`src/rtl/wb_arb_pkg.sv`:
```
// wb_arb_pkg: shared widths, write-request struct and grant encoding for wb_port_arbiter
package wb_arb_pkg;
  localparam int XLEN = 32;
  localparam int REG_ADDR_W = 5;
  localparam int DEF_STARVE_LIMIT = 4;
  typedef struct packed {
    logic [REG_ADDR_W-1:0] rd;
    logic [XLEN-1:0] data;
  } wb_req_t;
  typedef enum logic [1:0] {GNT_NONE, GNT_PIPE, GNT_LU} gnt_e;
endpackage

```
`src/rtl/wb_port_arbiter_if.sv`:
```
// wb_port_arbiter_if: writeback/long-latency/register-file signal bundle
// slave  : arbiter side (takes pipe_*, lu_*, chk_*; drives lu_ready, stall_pipe, rs*_pending, rf_*)
// master : core side (the reverse)
interface wb_port_arbiter_if;
  import wb_arb_pkg::*;
  logic pipe_valid;
  logic [REG_ADDR_W-1:0] pipe_rd;
  logic [XLEN-1:0] pipe_data;
  logic lu_issue;
  logic [REG_ADDR_W-1:0] lu_issue_rd;
  logic lu_valid;
  logic [REG_ADDR_W-1:0] lu_rd;
  logic [XLEN-1:0] lu_data;
  logic lu_ready;
  logic stall_pipe;
  logic [REG_ADDR_W-1:0] chk_rs1;
  logic [REG_ADDR_W-1:0] chk_rs2;
  logic rs1_pending;
  logic rs2_pending;
  logic rf_we;
  logic [REG_ADDR_W-1:0] rf_rd;
  logic [XLEN-1:0] rf_wdata;
  modport slave (
    input pipe_valid, pipe_rd, pipe_data, lu_issue, lu_issue_rd, lu_valid, lu_rd, lu_data, chk_rs1, chk_rs2,
    output lu_ready, stall_pipe, rs1_pending, rs2_pending, rf_we, rf_rd, rf_wdata
  );
  modport master (
    output pipe_valid, pipe_rd, pipe_data, lu_issue, lu_issue_rd, lu_valid, lu_rd, lu_data, chk_rs1, chk_rs2,
    input lu_ready, stall_pipe, rs1_pending, rs2_pending, rf_we, rf_rd, rf_wdata
  );
endinterface

```
`src/rtl/wb_arb_fifo.sv`:
```
// wb_arb_fifo: synchronous FIFO of wb_req_t buffering long-latency results
// clk, rst_n (async active-low); push/din, pop/dout (head, show-ahead); full, empty
module wb_arb_fifo
  import wb_arb_pkg::*;
#(
  parameter int DEPTH = 2
) (
  input logic clk,
  input logic rst_n,
  input logic push,
  input wb_req_t din,
  input logic pop,
  output wb_req_t dout,
  output logic full,
  output logic empty
);
  localparam int AW = $clog2(DEPTH);
  logic [AW:0] wp, rp;
  wb_req_t mem [DEPTH];
  // extra pointer MSB distinguishes full from empty when the indices match
  assign empty = wp == rp;
  assign full = (wp[AW] != rp[AW]) && (wp[AW-1:0] == rp[AW-1:0]);
  assign dout = mem[rp[AW-1:0]];
  always_ff @(posedge clk or negedge rst_n)
    if (!rst_n) begin
      wp <= '0;
      rp <= '0;
    end else begin
      if (push && !full) wp <= wp + (AW+1)'(1);
      if (pop && !empty) rp <= rp + (AW+1)'(1);
    end
  always_ff @(posedge clk)
    if (push && !full) mem[wp[AW-1:0]] <= din;
endmodule

```
`src/rtl/wb_port_arbiter.sv`:
```
// wb_port_arbiter: shares the register-file write port between writeback and a long-latency unit
// clk, rst_n (async active-low); bus (wb_port_arbiter_if.slave) carries pipe_*, lu_*, chk_*, rf_* signals
// WB_ARB_BYPASS_EN: when defined, an LU result meeting an empty FIFO and idle pipe is written directly
module wb_port_arbiter #(
  parameter int BUF_DEPTH = 2,
  parameter int STARVE_LIMIT = wb_arb_pkg::DEF_STARVE_LIMIT
) (
  input logic clk,
  input logic rst_n,
  wb_port_arbiter_if.slave bus
);
  import wb_arb_pkg::*;
  localparam int CW = $clog2(STARVE_LIMIT + 1);
  localparam int NREG = 2 ** REG_ADDR_W;
  wb_req_t head, lu_req, pipe_req, win;
  logic full, empty, stall, byp, head_gnt, push;
  logic [CW-1:0] cnt;
  logic [NREG-1:0] mask, set_m, clr_m;
  gnt_e gnt;
  assign lu_req = wb_req_t'{rd: bus.lu_rd, data: bus.lu_data};
  assign pipe_req = wb_req_t'{rd: bus.pipe_rd, data: bus.pipe_data};
`ifdef WB_ARB_BYPASS_EN
  assign byp = empty && !bus.pipe_valid && bus.lu_valid;
`else
  assign byp = 1'b0;
`endif
  assign stall = !empty && cnt == CW'(STARVE_LIMIT);
  assign bus.stall_pipe = stall;
  assign bus.lu_ready = !full;
  // a bypassed result completes its handshake without entering the FIFO
  assign push = bus.lu_valid && !full && !byp;
  always_comb gnt = stall ? GNT_LU : bus.pipe_valid ? GNT_PIPE : (!empty || byp) ? GNT_LU : GNT_NONE;
  assign head_gnt = gnt == GNT_LU && !empty;
  assign win = gnt == GNT_PIPE ? pipe_req : empty ? lu_req : head;
  assign set_m = NREG'(bus.lu_issue && bus.lu_issue_rd != '0) << bus.lu_issue_rd;
  assign clr_m = NREG'(gnt == GNT_LU) << win.rd;
  assign bus.rs1_pending = mask[bus.chk_rs1];
  assign bus.rs2_pending = mask[bus.chk_rs2];
  wb_arb_fifo #(.DEPTH(BUF_DEPTH)) u_fifo (
    .clk(clk),
    .rst_n(rst_n),
    .push(push),
    .din(lu_req),
    .pop(head_gnt),
    .dout(head),
    .full(full),
    .empty(empty)
  );
  always_ff @(posedge clk or negedge rst_n)
    if (!rst_n) begin
      cnt <= '0;
      mask <= '0;
      bus.rf_we <= 1'b0;
      bus.rf_rd <= '0;
      bus.rf_wdata <= '0;
    end else begin
      cnt <= (empty || head_gnt) ? '0 : cnt == CW'(STARVE_LIMIT) ? cnt : cnt + CW'(1);
      // set after clear so a same-cycle reissue of the same rd stays pending
      mask <= (mask & ~clr_m) | set_m;
      bus.rf_we <= gnt != GNT_NONE && win.rd != '0;
      if (gnt != GNT_NONE) begin
        bus.rf_rd <= win.rd;
        bus.rf_wdata <= win.data;
      end
    end
  a_pipe_rd_not_pending: assert property (@(posedge clk) disable iff (!rst_n) !(bus.pipe_valid && mask[bus.pipe_rd]));
endmodule

```
`src/flat_wrapper.sv`:
```
// flat-port wrapper written by rule: the top's interface ports become plain ports
module wb_port_arbiter_flat import wb_arb_pkg::*;
#(
  parameter int BUF_DEPTH = 2,
  parameter int STARVE_LIMIT = wb_arb_pkg::DEF_STARVE_LIMIT
)
  (clk, rst_n, bus_pipe_valid, bus_pipe_rd, bus_pipe_data, bus_lu_issue, bus_lu_issue_rd, bus_lu_valid, bus_lu_rd, bus_lu_data, bus_chk_rs1, bus_chk_rs2, bus_lu_ready, bus_stall_pipe, bus_rs1_pending, bus_rs2_pending, bus_rf_we, bus_rf_rd, bus_rf_wdata);
  wb_port_arbiter_if bus_i ();
  input logic clk;
  input logic rst_n;
  input wire logic [$bits(bus_i.pipe_valid)-1:0] bus_pipe_valid;
  input wire logic [$bits(bus_i.pipe_rd)-1:0] bus_pipe_rd;
  input wire logic [$bits(bus_i.pipe_data)-1:0] bus_pipe_data;
  input wire logic [$bits(bus_i.lu_issue)-1:0] bus_lu_issue;
  input wire logic [$bits(bus_i.lu_issue_rd)-1:0] bus_lu_issue_rd;
  input wire logic [$bits(bus_i.lu_valid)-1:0] bus_lu_valid;
  input wire logic [$bits(bus_i.lu_rd)-1:0] bus_lu_rd;
  input wire logic [$bits(bus_i.lu_data)-1:0] bus_lu_data;
  input wire logic [$bits(bus_i.chk_rs1)-1:0] bus_chk_rs1;
  input wire logic [$bits(bus_i.chk_rs2)-1:0] bus_chk_rs2;
  output wire logic [$bits(bus_i.lu_ready)-1:0] bus_lu_ready;
  output wire logic [$bits(bus_i.stall_pipe)-1:0] bus_stall_pipe;
  output wire logic [$bits(bus_i.rs1_pending)-1:0] bus_rs1_pending;
  output wire logic [$bits(bus_i.rs2_pending)-1:0] bus_rs2_pending;
  output wire logic [$bits(bus_i.rf_we)-1:0] bus_rf_we;
  output wire logic [$bits(bus_i.rf_rd)-1:0] bus_rf_rd;
  output wire logic [$bits(bus_i.rf_wdata)-1:0] bus_rf_wdata;
  assign bus_i.pipe_valid = bus_pipe_valid;
  assign bus_i.pipe_rd = bus_pipe_rd;
  assign bus_i.pipe_data = bus_pipe_data;
  assign bus_i.lu_issue = bus_lu_issue;
  assign bus_i.lu_issue_rd = bus_lu_issue_rd;
  assign bus_i.lu_valid = bus_lu_valid;
  assign bus_i.lu_rd = bus_lu_rd;
  assign bus_i.lu_data = bus_lu_data;
  assign bus_i.chk_rs1 = bus_chk_rs1;
  assign bus_i.chk_rs2 = bus_chk_rs2;
  assign bus_lu_ready = bus_i.lu_ready;
  assign bus_stall_pipe = bus_i.stall_pipe;
  assign bus_rs1_pending = bus_i.rs1_pending;
  assign bus_rs2_pending = bus_i.rs2_pending;
  assign bus_rf_we = bus_i.rf_we;
  assign bus_rf_rd = bus_i.rf_rd;
  assign bus_rf_wdata = bus_i.rf_wdata;
  wb_port_arbiter #(.BUF_DEPTH(BUF_DEPTH), .STARVE_LIMIT(STARVE_LIMIT)) u_core (.clk(clk), .rst_n(rst_n), .bus(bus_i));
endmodule
```
`config.mk`:
```
export PLATFORM = sky130hd
export DESIGN_NAME = wb_port_arbiter_flat
export DESIGN_NICKNAME = d
export VERILOG_FILES = /design/src/rtl/wb_arb_pkg.sv /design/src/rtl/wb_port_arbiter_if.sv /design/src/rtl/wb_arb_fifo.sv /design/src/rtl/wb_port_arbiter.sv /design/src/flat_wrapper.sv
export SDC_FILE = /design/constraint.sdc
export NUM_CORES = 1
export LEC_CHECK = 0
export ABC_AREA = 0
export BUFFER_PORTS_ARGS = -buffer_cell sky130_fd_sc_hd__buf_4
export CAP_MARGIN = 20
export CORE_AREA = 2 2 217 133
export CTS_BUF_LIST = sky130_fd_sc_hd__clkbuf_4
export DETAILED_ROUTE_END_ITERATION = 10
export DIE_AREA = 0 0 219 135
export HOLD_SLACK_MARGIN = 0.02
export PLACE_DENSITY_LB_ADDON = 0.05
export SLEW_MARGIN = 30
export SYNTH_ARGS = -nofsm -noshare
export SYNTH_HDL_FRONTEND = slang
export SYNTH_SLANG_ARGS = --single-unit
```
`constraint.sdc`:
```
create_clock -name clk -period 5.2 [get_ports clk]
set_input_delay 1.56 -clock clk [delete_from_list [all_inputs] [get_ports clk]]
set_output_delay 1.56 -clock clk [all_outputs]
set_load 0.05 [all_outputs]
```
==> impl_summary.md <==
Worst setup path
The startpoint-to-endpoint class of the critical path is primary input to output pin. The capturing element type of the critical path is an output pin. The kind of start point of the critical path is a primary input.

The top fanout value on the critical path is 8. For the worst setup path, the data arrival time is 3.20 ns. Data on the critical path is required at its endpoint by 3.64 ns.

Logic synthesis
The synthesized design contains 74 enable-type register cells. After synthesis the cells add up to just over 7000 µm². The number of warnings reported in the yosys synthesis log is 0. The proportion of synthesized chip area in sequential cells is 58.6%. The leading register cell type out of synthesis is sky130_fd_sc_hd__dfrtp_1.

The count of distinct cell types in the synthesized netlist is between 40 and 50. After synthesis the netlist holds a flip-flop and latch count of 151. The net count after synthesis is between 600 and 700. Counting every instance in the synthesized netlist gives 575. The average instance in the mapped netlist occupies 12.3 µm².

The share of async-settable or async-resettable flops after synthesis is between 50 and 60%.

STA
The worst clock skew is 0.0162 ns. The share of the clock period used by the worst path after layout is 91.6%. At the pin with the least slew margin, the transition time is 0.962 ns. The number of slew-limit violations in the final report is 0. Setup repair after global routing left no endpoint under its margin.

Summed over all failing endpoints, the final setup total negative slack is 0 ns. The maximum clock frequency is 210 MHz. The number of setup violations in the final report is 0. The remaining max-slew budget at the tightest pin is a little over a third. The time the final worst path needs with I/O delays and setup is about 4.8 ns. The number of hold-slack violations in the final timing report is 0.

Global route
The number of global-route vias before repair is between 5000 and 6000. The first-pass GRT wire length is 33600 µm. The global router's overall resource usage is 15.5%. The initial antenna violation count is 1. The global route total overflow is 0. Entering global routing, the biggest net connects 49 pins.

Routing
The count of nets left with antenna violations once routing finished came out at 0. The first-pass iteration count of the detailed router is 4. For this block, the routed nets add up to about 22000 µm of wire. The number of violations reported at the end of detailed-routing iteration 0 is approximately 300.

The DRC violations left is 0. The final routed wire length divided by cell count is roughly 20 µm. The average vias per placed instance is 4.77. The detailed-route via count is 5155.

Finish
In the final layout, the share of cells above drive strength 1 is a little under a third. The area growth from synthesis to layout is 23.9%. The number of nets at the end of the flow is between 700 and 800. The sequential cells in the finished layout cover a total of around 4200 µm². The final design area excluding fillers is 8780 µm².

The filler cell count is 2862. Summing all multi-input logic gate instances after layout gives about 2800 µm².

CTS
Clock-pin slew was measured on the worst setup and hold paths at 0.13 ns. The worst-skew pair later-pin latency is 0.58 ns. Once the clock tree was built, the resizer swapped 0 gates to a different size.

TritonCTS built the clock tree. Counting every sink on the clock net gives 151. The number of hold buffers added after CTS was 0. The maximum number of buffers from clock root to sink is 2. The number of setup buffers added after CTS is 0. CTS built an H-tree with a depth of 4.

The root buffer cell chosen for the clock tree is sky130_fd_sc_hd__clkbuf_4. Buffers inserted during clock tree synthesis total 17.

Die
For this configuration, the core starts out at a cell density of 25.8%. From bottom edge to top edge, the die measures 135 µm. 136 I/O pins were placed.

The floorplan step defined a core boundary enclosing between 20000 and 30000 µm². The horizontal die dimension is between 200 and 250 µm. The standard-cell row count is 47. The die covers 29600 µm².

Place
The total half-perimeter wirelength after legalization and detailed placement is 15100 µm. The routability congestion estimate is 0.794. Summing all placed instances gives a cell area of 8450 µm². Port buffering added 135 buffers.

Power
The areal power density over the cells is 672 nW/µm². Summed over all cells, the static leakage comes to about 0.0035 µW. The worst-case IR drop observed on VDD is 294 µV.

Status
The flow ran to the end, and the final reports show no timing, DRC or antenna violations.

Hold path
The path type of the worst min-delay path is flop to flop.

Run
The number of max-cap violations is 0.
==> cell families after synthesis <==
logic type	synth area share, %
AND/OR/NAND/NOR	10.5
buffers and inverters	2.65
AO/OA/AOI/OAI	14.6
multiplexers	11.9
flip-flops	58.6
adder cells (fa/ha/maj)	0.353
XOR/XNOR	1.33
==> synthesized netlist by cell type (2+ instances only) <==
cell type | count | area [µm²]
sky130_fd_sc_hd__a21o_1 | 3 | 22.5
sky130_fd_sc_hd__a21oi_1 | 3 | 15.0
sky130_fd_sc_hd__and3_1 | 5 | 31.3
sky130_fd_sc_hd__buf_1 | 6 | 22.5
sky130_fd_sc_hd__buf_2 | 6 | 30.0
sky130_fd_sc_hd__buf_6 | 4 | 45.0
sky130_fd_sc_hd__clkbuf_1 | 20 | 75.1
sky130_fd_sc_hd__dfrtp_1 | 77 | 1930
sky130_fd_sc_hd__edfxtp_1 | 74 | 2220
sky130_fd_sc_hd__ha_1 | 2 | 25.0
sky130_fd_sc_hd__inv_1 | 4 | 15.0
sky130_fd_sc_hd__mux2_2 | 3 | 33.8
sky130_fd_sc_hd__mux2i_1 | 36 | 360
sky130_fd_sc_hd__mux4_2 | 20 | 450
sky130_fd_sc_hd__nand2_1 | 69 | 259
sky130_fd_sc_hd__nand2b_1 | 3 | 18.8
sky130_fd_sc_hd__nand3_1 | 4 | 20.0
sky130_fd_sc_hd__nor2_1 | 71 | 267
sky130_fd_sc_hd__nor3_1 | 6 | 30.0
sky130_fd_sc_hd__o21a_1 | 32 | 240
sky130_fd_sc_hd__o21ai_0 | 25 | 125
sky130_fd_sc_hd__o21ai_1 | 3 | 15.0
sky130_fd_sc_hd__o221a_2 | 3 | 33.8
sky130_fd_sc_hd__o221ai_1 | 2 | 17.5
sky130_fd_sc_hd__o221ai_2 | 3 | 45.0
sky130_fd_sc_hd__o22ai_1 | 32 | 200
sky130_fd_sc_hd__o41ai_1 | 30 | 263
sky130_fd_sc_hd__or2_2 | 2 | 12.5
sky130_fd_sc_hd__or3_1 | 5 | 31.3
sky130_fd_sc_hd__xnor2_1 | 6 | 52.6
sky130_fd_sc_hd__xor2_2 | 2 | 32.5
==> critical path, stage by stage <==
cell and delay, ns:
sky130_fd_sc_hd__buf_4 0.18, sky130_fd_sc_hd__mux4_2 0.52, sky130_fd_sc_hd__mux4_2 0.48, sky130_fd_sc_hd__mux2_2 0.27, sky130_fd_sc_hd__buf_4 0.19
==> layout make-up <==
type	count	area share [%]
flip-flops and latches	151	47.3
multi-input cells	384	31.6
repair buffers	141	12.1
well taps	367	5.23
clock inverters	14	2.08
clock buffers	18	1.54
inverters	4	0.171
diodes	1	0.0285
==> registers in the layout, indices dropped and copies added, names as in the netlist <==
name and cells:
u_core.bus.rf_rd 5, u_core.bus.rf_wdata 32, u_core.bus.rf_we 1, u_core.cnt 3
u_core.mask 32, u_core.u_fifo.mem 74, u_core.u_fifo.rp 2, u_core.u_fifo.wp 2
==> metal layers <==
layer | global-route usage [%] | vias to the layer above | part of all wire [%]
li1 | - | 2430 | -
met5 | 0 | - | 0
met2 | 20.4 | 150 | 40
met1 | 23.5 | 2564 | 50
met3 | 5.86 | 11 | 9.1
met4 | 3.53 | 0 | 0.67
==> through the flow <==
step / power, µW / utilization [%] / hold slack (ns) / std cells / setup slack [ns]
2_1_floorplan: 4170 / - / 0.443 / 575 / 0.261
3_3_place_gp: 5060 / 30.8 / 0.459 / 1047 / 0.449
3_5_place_dp: 5110 / 30.8 / 0.470 / 1047 / 0.433
4_1_cts: 5960 / 32.0 / 0.488 / 1079 / 0.430
5_1_grt: 6320 / 32.0 / 0.509 / 1079 / 0.381
6_report: 5900 / 32.0 / 0.484 / 1080 / 0.438
==> power by group <==
part           leakage, µW  total [µW]  internal (µW)  switching, µW
Combinational      0.00171        2980           1040           1930
Clock             0.000163         827            381            446
Sequential         0.00159        2090           1750            342
==> layout by cell type, fill, tap and decap left out, types with 6 or more instances in the layout <==
master	synthesis	final
sky130_fd_sc_hd__clkbuf_4	0	18
sky130_fd_sc_hd__o21a_1	32	32
sky130_fd_sc_hd__nand2_1	69	67
sky130_fd_sc_hd__edfxtp_1	74	74
sky130_fd_sc_hd__nor3_1	6	6
sky130_fd_sc_hd__dfrtp_1	77	76
sky130_fd_sc_hd__xnor2_1	6	6
sky130_fd_sc_hd__mux4_2	20	20
sky130_fd_sc_hd__o41ai_1	30	30
sky130_fd_sc_hd__buf_4	0	141
sky130_fd_sc_hd__nor2_1	71	70
sky130_fd_sc_hd__o21ai_0	25	25
sky130_fd_sc_hd__mux2i_1	36	36
sky130_fd_sc_hd__o22ai_1	32	32
==> worst paths after layout <==
| check | from | end | slack, ns | depth (start not counted) |
|---|---|---|---|---|
| setup / recovery | bus_chk_rs2[0] | bus_rs2_pending | 0.44 | 5 |
| hold / removal | u_core.cnt[0] | u_core.cnt[0] | 0.48 | 1 |
| setup reg to reg | u_core.u_fifo.rp[0] | u_core.mask[31] | 2.00 | 6 |
| hold reg to reg | u_core.cnt[0] | u_core.cnt[0] | 0.48 | 1 |
| max in group asynchronous | rst_n | u_core.bus.rf_wdata[23] | 3.24 | 2 |
| min in group asynchronous | rst_n | u_core.mask[4] | 0.99 | 1 |
Power figures use the tool's default switching activity.
